--- config.mk ---
export PLATFORM = sky130hd
export DESIGN_NAME = sub_by_one_counter
export DESIGN_NICKNAME = d
export VERILOG_FILES = /design/src/rtl/sub_by_one_counter.sv
export SDC_FILE = /design/constraint.sdc
export NUM_CORES = 1
export LEC_CHECK = 0
export ABC_AREA = 1
export CAP_MARGIN = 10
export CORE_ASPECT_RATIO = 1.1
export CORE_MARGIN = 10
export CORE_UTILIZATION = 31
export CTS_CLUSTER_SIZE = 16
export DETAILED_ROUTE_END_ITERATION = 16
export DONT_BUFFER_PORTS = 1
export SKIP_CTS_REPAIR_TIMING = 1
export SLEW_MARGIN = 5
export SYNTH_ARGS = -nofsm -noshare
export SYNTH_HDL_FRONTEND = slang
export SYNTH_SLANG_ARGS = --single-unit
--- constraint.sdc ---
create_clock -name clk -period 2.68 [get_ports clk]
set_input_delay 0.402 -clock clk [delete_from_list [all_inputs] [get_ports clk]]
set_output_delay 0.402 -clock clk [all_outputs]
set_load 0.01 [all_outputs]
--- src/rtl/sub_by_one_counter.sv ---
// Loadable down-counter with borrow-lookahead decrement and start/busy/done handshake.
// Optional periodic auto-reload mode enabled by defining SUB_BY_ONE_AUTO_RELOAD_EN.
module sub_by_one_counter #(
    parameter int WIDTH = 4
) (
    input  logic             clk,
    input  logic             rst,
    input  logic             load,
    input  logic [WIDTH-1:0] load_val,
    input  logic             en,
    output logic [WIDTH-1:0] Q,
    output logic             busy,
    output logic             done,
    output logic             zero
);

    typedef enum logic [1:0] {
        IDLE = 2'd0,
        RUN  = 2'd1,
        TERM = 2'd2
    } state_t;

    state_t           state_reg, state_next, start_state;
    logic [WIDTH-1:0] q_reg, q_next;
    logic [WIDTH-1:0] borrow;
    logic [WIDTH-1:0] dec_val;
`ifdef SUB_BY_ONE_AUTO_RELOAD_EN
    logic [WIDTH-1:0] reload_reg, reload_next;
`endif

    // Each borrow is a flat AND of all lower bits being zero, so no ripple path.
    assign borrow[0] = 1'b1;
    generate
        for (genvar gi = 1; gi < WIDTH; gi++) begin : g_borrow
            assign borrow[gi] = ~|q_reg[gi-1:0];
        end
    endgenerate
    assign dec_val = q_reg ^ borrow;

    assign Q           = q_reg;
    assign zero        = (q_reg == '0);
    assign start_state = (load_val != '0) ? RUN : TERM;

    always_ff @(posedge clk or posedge rst) begin
        if (rst) begin
            state_reg  <= IDLE;
            q_reg      <= '0;
`ifdef SUB_BY_ONE_AUTO_RELOAD_EN
            reload_reg <= '0;
`endif
        end else begin
            state_reg  <= state_next;
            q_reg      <= q_next;
`ifdef SUB_BY_ONE_AUTO_RELOAD_EN
            reload_reg <= reload_next;
`endif
        end
    end

    always_comb begin
        state_next  = state_reg;
        q_next      = q_reg;
`ifdef SUB_BY_ONE_AUTO_RELOAD_EN
        reload_next = reload_reg;
`endif
        if (load) begin
            // A load restarts the count from any state and beats en.
            q_next     = load_val;
            state_next = start_state;
`ifdef SUB_BY_ONE_AUTO_RELOAD_EN
            reload_next = load_val;
`endif
        end else begin
            case (state_reg)
                IDLE: state_next = IDLE;
                RUN: begin
                    // Zero is never decremented, so the count cannot wrap.
                    if (en && !zero) begin
                        q_next = dec_val;
                        if (q_reg == WIDTH'(1)) state_next = TERM;
                    end
                end
                TERM: begin
`ifdef SUB_BY_ONE_AUTO_RELOAD_EN
                    if (reload_reg != '0) begin
                        q_next     = reload_reg;
                        state_next = RUN;
                    end else begin
                        state_next = IDLE;
                    end
`else
                    state_next = IDLE;
`endif
                end
                default: state_next = IDLE;
            endcase
        end
    end

    always_comb begin
        done = (state_reg == TERM);
`ifdef SUB_BY_ONE_AUTO_RELOAD_EN
        busy = (state_reg == RUN) || (state_reg == TERM);
`else
        busy = (state_reg == RUN);
`endif
    end

endmodule

# [After elaboration in Yosys (flattened, before gate mapping)]
# Index checks and enable logic that the tools add are counted.
[word_totals] wordCells=29 input_bits=8 out_inout_bits=7 regBits=6
[classes] mux=8 reduce_logical=13 bitwise_logic=1 eq_ne=5
[ops] op="$mux 4" n=3
[ops] op="$mux 2" n=5
[ops] op="$ne 3x2->1 const B" n=2
[ops] op="$eq 4x1->1 const B" n=1
[ops] op="$logic_not 1->1" n=4
[ops] op="$logic_not 4->1" n=1
[ops] op="$reduce_and 2->1" n=2
[ops] op="$reduce_bool 2->1" n=2
[ops] op="$reduce_bool 4->1" n=1
[ops] op="$xor 4x4->4" n=1
[ops] op="$reduce_or 3->1" n=1
[ops] op="$eq 2x1->1 const B" n=1
[ops] op="$eq 2x2->1 const B" n=1
[ops] op="$reduce_or 2->1" n=1
[ops] op="$logic_and 1x1->1" n=1

# [Longest topological paths before layout]
# Gate-level depths: netlist (run 1).
[depth] ltp_word=6 ltp_mapped=8 ltp_nobuf=8

# [Worst setup path before layout (run 1)]
# No wires, ideal clock.
[synth_path] path_kind="register to register" start="register q_reg[0], in the netlist Q[0]" end="register q_reg[3], in the netlist Q[3]" arrival_time_ns=1.266 stages_incl_launch_ff=9 required_time_ns=2.563 setup_slack_ns=1.297 setup_ns=0.117 period_less_slack_ns=1.383 path_cell_list="dfrtp_1 > inv_1 > ha_1 > ha_1 > or2_0 > nand3_1 > nand2_1 > nand2_1 > nand2_1"
[synth_via] elab_chain_cells=6 word_cells_on_any_way=11 cone_classes="3 x mux; 1 x bitwise; 7 x reduce/logical"
[synth_rtl] element="start: declaration" line_no="24" source="logic [WIDTH-1:0] q_reg, q_next;"
[synth_rtl] element="start signal: assignment" line_no="53" source="q_reg <= q_next;"
[synth_rtl] element="$reduce_or 3->1" line_no="35" source="assign borrow[gi] = ~|q_reg[gi-1:0];"
[synth_rtl] element="$logic_not 1->1" line_no="35"
[synth_rtl] element="$xor 4x4->4" line_no="38" source="assign dec_val = q_reg ^ borrow;"
[synth_rtl] element="$mux 4" line_no="78" source="if (en && !zero) begin"
[synth_rtl] element="$mux 4" line_no="74" source="case (state_reg)"
[synth_rtl] element="$mux 4" line_no="66" source="if (load) begin"
# Parallel ways exist; a longest one is shown, timed or not. The select of a mux whose other input is x is not followed.
# A chain may end at the register's enable or synchronous reset.

# [Worst setup path in the final report (run 1)]
[layout_path] start="register q_reg[0], in the netlist Q[0]" end="output zero"
[layout_via] elab_chain_cells=1
[layout_rtl] element="$logic_not 4->1" line_no="41" source="assign zero = (q_reg == '0);"
[layout_rtl] element="end: declaration" line_no="14" source="output logic zero"
# Every way passes these cells.

==> results of run 1 <==
## per-layer routing
layer  vias to the layer above  share of wire, %  GRT usage (%)
li1                        194                 -              -
met1                       170                37           5.16
met2                        23                36           7.99
met3                         7                19           5.51
met4                         0               7.8           9.28
met5                         -                 0              0
## final cells by class
class                      instances  share of cell area (%)
clock buffer                       3                    4.51
multi-input combinational         42                    49.1
timing repair buffer               1                    2.01
inverter                          13                    10.3
sequential                         6                    30.1
tap                               16                    4.01
## synth_stat cells, drive strengths merged
| master | number | area, um^2 |
|---|---|---|
| nand4 | 2 | 12.5 |
| nand2 | 22 | 92.6 |
| nor2 | 4 | 33.8 |
| nand3 | 7 | 47.6 |
| or2 | 1 | 6.26 |
| inv | 13 | 51.3 |
| buf | 1 | 7.51 |
| ha | 3 | 37.5 |
| o21ai | 3 | 15.0 |
| dfrtp | 6 | 150 |
## cell families (layout without fill, tap and decap cells)
logic type	after synthesis	after routing
and+or+nand+nor	36	36
buffers and inverters	14	17
DFF	6	6
adders and majority gates	3	3
AOI/OAI and AO/OA	3	3
## worst max-delay path, cell delays in order, from the launching register on
cell and delay, ps:
dfrtp_1 450, inv_1 70, ha_1 250, nand2_2 110
inv_1 80
## stage by stage
stage | hold WS (ps) | total power (uW) | setup slack [ps] | cells
floorplan | 193 | 231 | 1300 | 62
global placement | 217 | 251 | 1210 | 77
detailed placement | 216 | 254 | 1180 | 77
CTS | -49.3 | 339 | 1050 | 80
global route | 294 | 366 | 967 | 81
finish | 287 | 335 | 1060 | 81
## final timing paths
kind | start | end | slack (ps) | cells past startpoint
min in group asynchronous | rst | state_reg[0] | 510 | 2
min reg2reg | Q[1] | Q[1] | 600 | 2
max reg2reg | Q[0] | Q[3] | 1170 | 8
max | Q[0] | zero | 1060 | 4
max in group asynchronous | rst | Q[2] | 1980 | 2
min | load | state_reg[0] | 290 | 2
## power by group through the flow
stage	Combinational (uW)	Sequential, uW	Clock, uW
floorplan	93.4	138	0
global placement	106	145	0
detailed placement	108	146	0
CTS	108	145	86.0
global route	125	147	94.0
finish	109	143	82.6
==> results.md, run 1 <==
* Final min period at 1620 ps
* Commonest non-fill, non-tap cell in the layout: nand2_1
* Layout Utilization at 36.1%
* Sw Share at 39.3%
* Total iterations of the first detailed-routing run at 4
* Vias in the first global route at 362
* Least-Margin Pin Slew at 250 ps
* Clock share of power at 24.7%
* Pin count of the biggest net entering global routing at 11
* Int Power at 203 uW
* Netlist Area Pre-Place at 454 um^2
* Layout cells sized above 1 at 15.4%
* Dpl hpwl at 818 um
* Remaining DRCs at 0
* CTS Buf Count at 3
* Wirelength per Cell at 12.0 um
* Nets at 78
* Total power divided by cell area at 670 mW/mm^2
* Tcrit/Tclk final at 60.3%
* Crit start category: register
* Final WL at 969 um
* RSZ-0062 raised after global routing: no
* Synth Net Count at 73
* Global-route wire length before repair at 1.58 mm
* Unique masters post-synth at 17
* Initial antenna violation count at 0
* Finish-stage setup viols at 0
* Status: complete, no violations
* Vias/cell at 4.86
* Min-delay worst type: in2reg
* Clock Latency Late Sink at 250 ps
* Main combinational cell family by area after synthesis: simple AND/OR/NAND/NOR gates
* Core Footprint at 0.00138 mm^2
* Syn-to-layout area delta at 9.92%
* Post-route ant nets at 0
* Simple-Gate Fraction of Synth Area at 42.4%
* Syn Area/Cell at 7.33 um^2
* Worst EP required at 2280 ps
* Storage element area at 150 um^2
* Synth Area in Compound Gates at 3.31%
* Port-buffer cells at 0
* Final GP Congestion at 0.759
* Clock slew at reported path FFs at 40 ps
* Htree depth at 1
* # clock sinks at 6
* FMAX at 619 MHz
* WS Path Type: reg2out
* Starting density of the core at 32.8%
* MaxCap Viol Count at 0
* Multi-input logic area at 245 um^2
* Yosys warnings at 0
* Post-synthesis sequential area ratio at 33.1%
* IO Pins at 15
* XOR/XNOR Fraction of Synth Area at 0%
* Die H at 60.1 um
* Worst rel slew slack at 83.3%
* Most frequent cells in the layout: nand2_1 (20), inv_1 (11), dfrtp_1 (6), nand3_1 (6)
* Filler cell count in the final layout at 158
* Crit. End Element: primary output
* GRT Util Overall at 6.39%
* Fin. Hold Viols at 0
* Design area at 499 um^2
* Clock Path Buffers at 2
* Register bit count reported by yosys at 6
* Reg power frac at 42.9%
* Clk root buf: clkbuf_4
* Slew Limit Fails at 0
* Skew final at 1.13 ps
* Arrival time worst endpoint at 1210 ps
* CTS tree: yes
* Initial DRC count at 15
* Full die area at 0.00340 mm^2
* Combinational share of power at 32.5%
* Switching pwr at 131 uW
* Adder-cell share of the synthesized area at 8.26%
* Worst VDD drop at 0.183 mV
* Post-synthesis mux area share at 0%
* Crit Path Max Fanout at 5
* Diode count at 0
* DP Area at 467 um^2
* Largest register FFs at 4
* GR Overflow Total at 0
* Setup TNS Final at 0 ps
* Static Leakage at 0.000285 uW
* Vias post-DR at 394
* Row count at 14
* Gate Count Post-Synth at 62
* Die X at 56.5 um
(Power assumes the default switching activity.)
==> run 2, diff against run 1 <==
- clock period: 2.68 -> 1.5 ns (I/O delays scaled with it)
==> run 2 against run 1 <==
Net effect:
- cell count rose by 3.7%
- non-clock buffer count grew 3
- sequential cell count unchanged
- clock skew decreased by 0.53 ps
- cell area is 4.5% higher
- via count unchanged
- sequential share of layout area shrank 1.3 points
- die area stayed put
- count of clock-buffer cells in the layout is the same
- critical path type unchanged
- critical endpoint unchanged
- largest power group is now combinational logic
==> results.md, run 2 (same netlist as run 1, synthesis figures left out) <==
* Worst VDD drop at 0.398 mV (+120%)
* Nets at 81 (+3.8%)
* Finish-stage setup viols at 0 (unchanged)
* WHS at 112 ps (-175 ps)
* Die H at 60.1 um (unchanged)
* Worst r2r path cells at 8 (unchanged)
* Final min period at 1370 ps
* Initial DRC count at 4 (-11)
* Buf/Inv on CP at 2 (unchanged)
* Peak per-stage delay on the critical path at 370 ps (-80 ps)
* Switching pwr at 249 uW (+89%)
* Total power at 639 uW (+91%)
* Most frequent cells in the layout: nand2_1 (20), inv_1 (11), dfrtp_1 (6), nand3_1 (6)
* Vias in the first global route at 363 (+0.28%)
* Crit start category: register
* Largest register FFs at 4 (unchanged)
* Fin cells at 84 (+3.7%)
* Commonest non-fill, non-tap cell in the layout: nand2_1
* Static Leakage at 0.000300 uW (+5.2%)
* Htree depth at 1 (unchanged)
* Global-route wire length before repair at 1.80 mm (+14%)
* GR Overflow Total at 0 (unchanged)
* Combinational share of power at 39.7% (+7.2 points)
* DP Area at 489 um^2 (+4.8%)
* Sw Share at 39.0% (-0.30 points)
* Pin count of the biggest net entering global routing at 11 (unchanged)
* WHS Path Cells at 2 (unchanged)
* Post-route ant nets at 0 (unchanged)
* Clock Latency Late Sink at 250 ps (about the same)
* Final WL at 1.07 mm (+10%)
* Crit Path Max Fanout at 3 (-2)
* Int Power at 390 uW (+92%)
* CTS tree: yes
* Tcrit/Tclk final at 91.3%
* Worst EP required at 1270 ps (-1010 ps)
* WS Path Type: reg2out
* IO Pins at 15 (unchanged)
* Stages on worst setup path at 4 (unchanged)
* Core Footprint at 0.00138 mm^2 (unchanged)
* Syn-to-layout area delta at 14.9%
* Skew final at 0.600 ps (-0.529 ps)
* Clk root buf: clkbuf_4
* Final GP Congestion at 0.785 (+3.5%)
* Largest delay share family, worst path: flip-flops
* Worst rel slew slack at 83.9% (+0.56 points)
* Layout cells sized above 1 at 19.1% (+3.7 points)
* Initial antenna violation count at 0 (unchanged)
* Reg power frac at 35.8% (-7.1 points)
* CTS Buf Count at 3 (unchanged)
* Vias post-DR at 394 (unchanged)
* Arrival time worst endpoint at 1140 ps (-70 ps)
* Placed cells at 80 (+3.9%)
* Dpl hpwl at 909 um (+11%)
* RSZ-0062 raised after global routing: no
* Crit. End Element: primary output
* Crit path cell chain: inv_1 > ha_1 > nand2_2 > inv_1
* Total iterations of the first detailed-routing run at 4 (unchanged)
* Port-buffer cells at 0 (unchanged)
* Most frequent CP cell: inv_1
* Least-Margin Pin Slew at 242 ps (-8.68 ps)
* FMAX at 730 MHz
* Slew Limit Fails at 0 (unchanged)
* Row count at 14 (unchanged)
* Min-delay worst type: in2reg
* Clock share of power at 24.4% (-0.3 points)
* Starting density of the core at 32.8% (unchanged)
* Vias/cell at 4.69 (-3.6%)
* Clock Path Buffers at 2 (unchanged)
* Design area at 522 um^2 (+4.5%)
* Full die area at 0.00340 mm^2 (unchanged)
* MaxCap Viol Count at 0 (unchanged)
* Fin. Hold Viols at 0 (unchanged)
* Diode count at 0 (unchanged)
* GRT Util Overall at 6.97% (+0.58 points)
* Slowest CP cell: dfrtp_1
* Setup TNS Final at 0 ps (unchanged)
* Clock slew at reported path FFs at 50 ps (about the same)
* Remaining DRCs at 0 (unchanged)
* Die X at 56.5 um (unchanged)
* Wirelength per Cell at 12.7 um (+6.3%)
* Status: complete, no violations
* # clock sinks at 6 (unchanged)
* Total power divided by cell area at 1220 mW/mm^2 (+83%)
==> run 2: changes by cell type in the layout (fill, tap and decap cells not counted), sizes merged <==
| cell | delta |
|---|---|
| buf | +3 |
==> run 2: power groups by stage <==
stage	clock network [uW]	logic (uW)	registers [uW]
finish	156	254	229
global route	175	287	234
CTS	162	259	230
detailed placement	0	258	232
global placement	0	252	230
floorplan	0	167	246
==> run 2: metal layers <==
metal	global-route usage, %	routed length (um)	vias up
li1	-	-	202
met1	8.25	481	168
met2	8.46	417	19
met3	2.75	119	5
met4	8.25	49	0
met5	0	0	-
==> run 2: worst paths after layout <==
check | start | slack (ps) | endpoint
hold / removal | load | 110 | state_reg[0]
setup / recovery | Q[1] | 130 | zero
min in group asynchronous | rst | 330 | Q[1]
setup reg to reg | Q[1] | 140 | Q[3]
hold reg to reg | Q[1] | 640 | Q[1]
max in group asynchronous | rst | 970 | Q[0]
==> run 2: per-stage QoR <==
stage                     utilization (%)  worst slack, ps
final                                37.7              130
after global routing                 37.7             54.2
after CTS                            37.0              113
after detailed placement             35.4              141
after global placement               35.4              198
after floorplan                         -              117
==> run 2: cell type report <==
class,instances,area [um^2]
Inverter,13,51.3
Multi-Input combinational cell,42,245
Sequential cell,6,150
Clock buffer,3,22.5
Fill cell,157,862
Tap cell,16,20.0
Timing Repair Buffer,4,32.5
==> run 3, diff against run 2 <==
- MAX_ROUTING_LAYER: default -> met4
- PLACE_DENSITY: default -> 0.55
- SLEW_MARGIN: 5 -> 20
==> run 3 against run 2 <==
Net effect:
- sequential cell count unchanged
- wire length down 13%
- utilization unchanged
- register-to-register slack hardly changed
- sequential power about the same
- cell count unchanged
- critical path depth up 4
- setup slack gained 7.6 ps
- combinational power about the same
- cell area stayed put
- fmax up 0.56%
- clock power shrank 4%
==> results.md, run 3 (same netlist as run 1, synthesis figures left out) <==
* Status: complete, no violations
* Worst EP required at 1640 ps (+370 ps)
* HP Start: load
* Htree depth at 1 (unchanged)
* Vias/cell at 4.50 (-4.1%)
* Syn-to-layout area delta at 14.9% (unchanged)
* RSZ-0062 raised after global routing: no
* Post-route ant nets at 0 (unchanged)
* Commonest non-fill, non-tap cell in the layout: nand2_1
* Wirelength per Cell at 11.1 um (-13%)
* Diode count at 0 (unchanged)
* Row count at 14 (unchanged)
* Worst setup path startpoint: Q[1]
* Least-Margin Pin Slew at 244 ps (+2.51 ps)
* Setup TNS Final at 0 ps (unchanged)
* Vias post-DR at 378 (-4.1%)
* Clock Latency Late Sink at 250 ps (about the same)
* Crit. End Element: register
* Int Power at 390 uW (+0.11%)
* Multi-input logic area at 245 um^2 (unchanged)
* Layout cells sized above 1 at 19.1% (unchanged)
* FMAX at 734 MHz (+0.56%)
* Reg power frac at 36.1% (+0.3 points)
* Final GP Congestion at 0.761 (-3.1%)
* Vias in the first global route at 317 (-13%)
* Final min period at 1360 ps (-7.61 ps)
* Min-delay worst type: in2reg
* Crit Path Max Fanout at 3 (unchanged)
* Worst rel slew slack at 83.7% (-0.15 points)
* Port-buffer cells at 0 (unchanged)
* Crit start category: register
* IO Pins at 15 (unchanged)
* Combinational share of power at 40.0% (+0.3 points)
* # clock sinks at 6 (unchanged)
* Clock Path Buffers at 2 (unchanged)
* Setup Slack @ Placement at 140 ps (-1.48 ps)
* Slew Limit Fails at 0 (unchanged)
* Finish-stage setup viols at 0 (unchanged)
* Fin worst setup slack at 138 ps (+7.61 ps)
* Static Leakage at 0.000300 uW (unchanged)
* Slowest CP cell: dfrtp_1
* Total power divided by cell area at 1210 mW/mm^2 (-1.2%)
* Most frequent cells in the layout: nand2_1 (20), inv_1 (11), dfrtp_1 (6), nand3_1 (6)
* Clock slew at reported path FFs at 40 ps (about the same)
* Die H at 60.1 um (unchanged)
* Peak per-stage delay on the critical path at 340 ps (-30 ps)
* CTS tree: yes
* Nets at 81 (unchanged)
* Clk root buf: clkbuf_4
* Remaining DRCs at 0 (unchanged)
* Crit path cell chain: inv_1 > ha_1 > ha_1 > or2_0 > nand3_1 > nand2_1 > nand2_1 > nand2_1
* Sw Share at 38.2% (-0.80 points)
* Initial antenna violation count at 0 (unchanged)
* Full die area at 0.00340 mm^2 (unchanged)
* Filler cell count in the final layout at 151 (-3.8%)
* Fin. Hold Viols at 0 (unchanged)
* Starting density of the core at 32.8% (unchanged)
* Worst r2r src: Q[1]
* MaxCap Viol Count at 0 (unchanged)
* Die X at 56.5 um (unchanged)
* Total power at 631 uW (-1.2%)
* GR Overflow Total at 0 (unchanged)
* GRT Util Overall at 5.89% (-1.1 points)
* Core Footprint at 0.00138 mm^2 (unchanged)
* Pin count of the biggest net entering global routing at 11 (unchanged)
* Initial DRC count at 7 (+3)
* Most frequent CP cell: nand2_1
* Layout Utilization at 37.7% (unchanged)
* Skew final at 2.69 ps (+2.09 ps)
* Arrival time worst endpoint at 1500 ps (+360 ps)
* WS Path Type: reg2reg
* Clock share of power at 23.8% (-0.6 points)
* Worst VDD drop at 0.351 mV (-12%)
* Dpl hpwl at 825 um (-9.3%)
* Global-route wire length before repair at 1.41 mm (-22%)
* CTS Buf Count at 3 (unchanged)
* Storage element area at 150 um^2 (unchanged)
* Tcrit/Tclk final at 90.8% (-0.51 points)
* Total iterations of the first detailed-routing run at 4 (unchanged)
* Largest register FFs at 4 (unchanged)
* Final WL at 929 um (-13%)
* Switching pwr at 241 uW (-3.2%)
==> run 3: worst paths after layout <==
check / to / slack, ps / depth (start not counted)
min reg2reg: Q[1] / 640 / 3
min in group asynchronous: state_reg[0] / 320 / 2
max reg2reg: Q[3] / 140 / 8
min: state_reg[0] / 110 / 2
max: Q[3] / 140 / 8
max in group asynchronous: Q[1] / 990 / 2
==> run 3: area by class of cell <==
| cell class | count | area share (%) |
|---|---|---|
| Tap cell | 16 | 3.84 |
| Sequential cell | 6 | 28.8 |
| Multi-Input combinational cell | 42 | 47.0 |
| Timing Repair Buffer | 4 | 6.24 |
| Inverter | 13 | 9.83 |
| Clock buffer | 3 | 4.32 |
==> run 3: critical path, delay by kind of cell, from the launching register on <==
kind,cells,cell delay (ps)
buf+inv,1,60
fa+ha+maj,2,430
flops,1,340
simple gates,5,410
==> run 3: stage by stage <==
stage / cells / cell area (um^2) / hold WS [ps]
6_report: 84 / 522 / 110
5_1_grt: 84 / 522 / 122
4_1_cts: 83 / 512 / -227
3_5_place_dp: 80 / 489 / 39.1
3_3_place_gp: 80 / 489 / 39.7
2_1_floorplan: 62 / 454 / 16.0
==> run 3: layer usage <==
layer  track usage, %  wire [um]
met5                -          0
met4             9.28         61
met3             1.69         92
met2             7.05        391
met1             6.19        384
==> run 3: power by group through the flow <==
stage                     sequential (uW)  clock, uW  combinational [uW]
final                                 228        150                 253
after global routing                  235        157                 288
after CTS                             229        153                 257
after detailed placement              231          0                 256
after global placement                229          0                 259
after floorplan                       246          0                 167
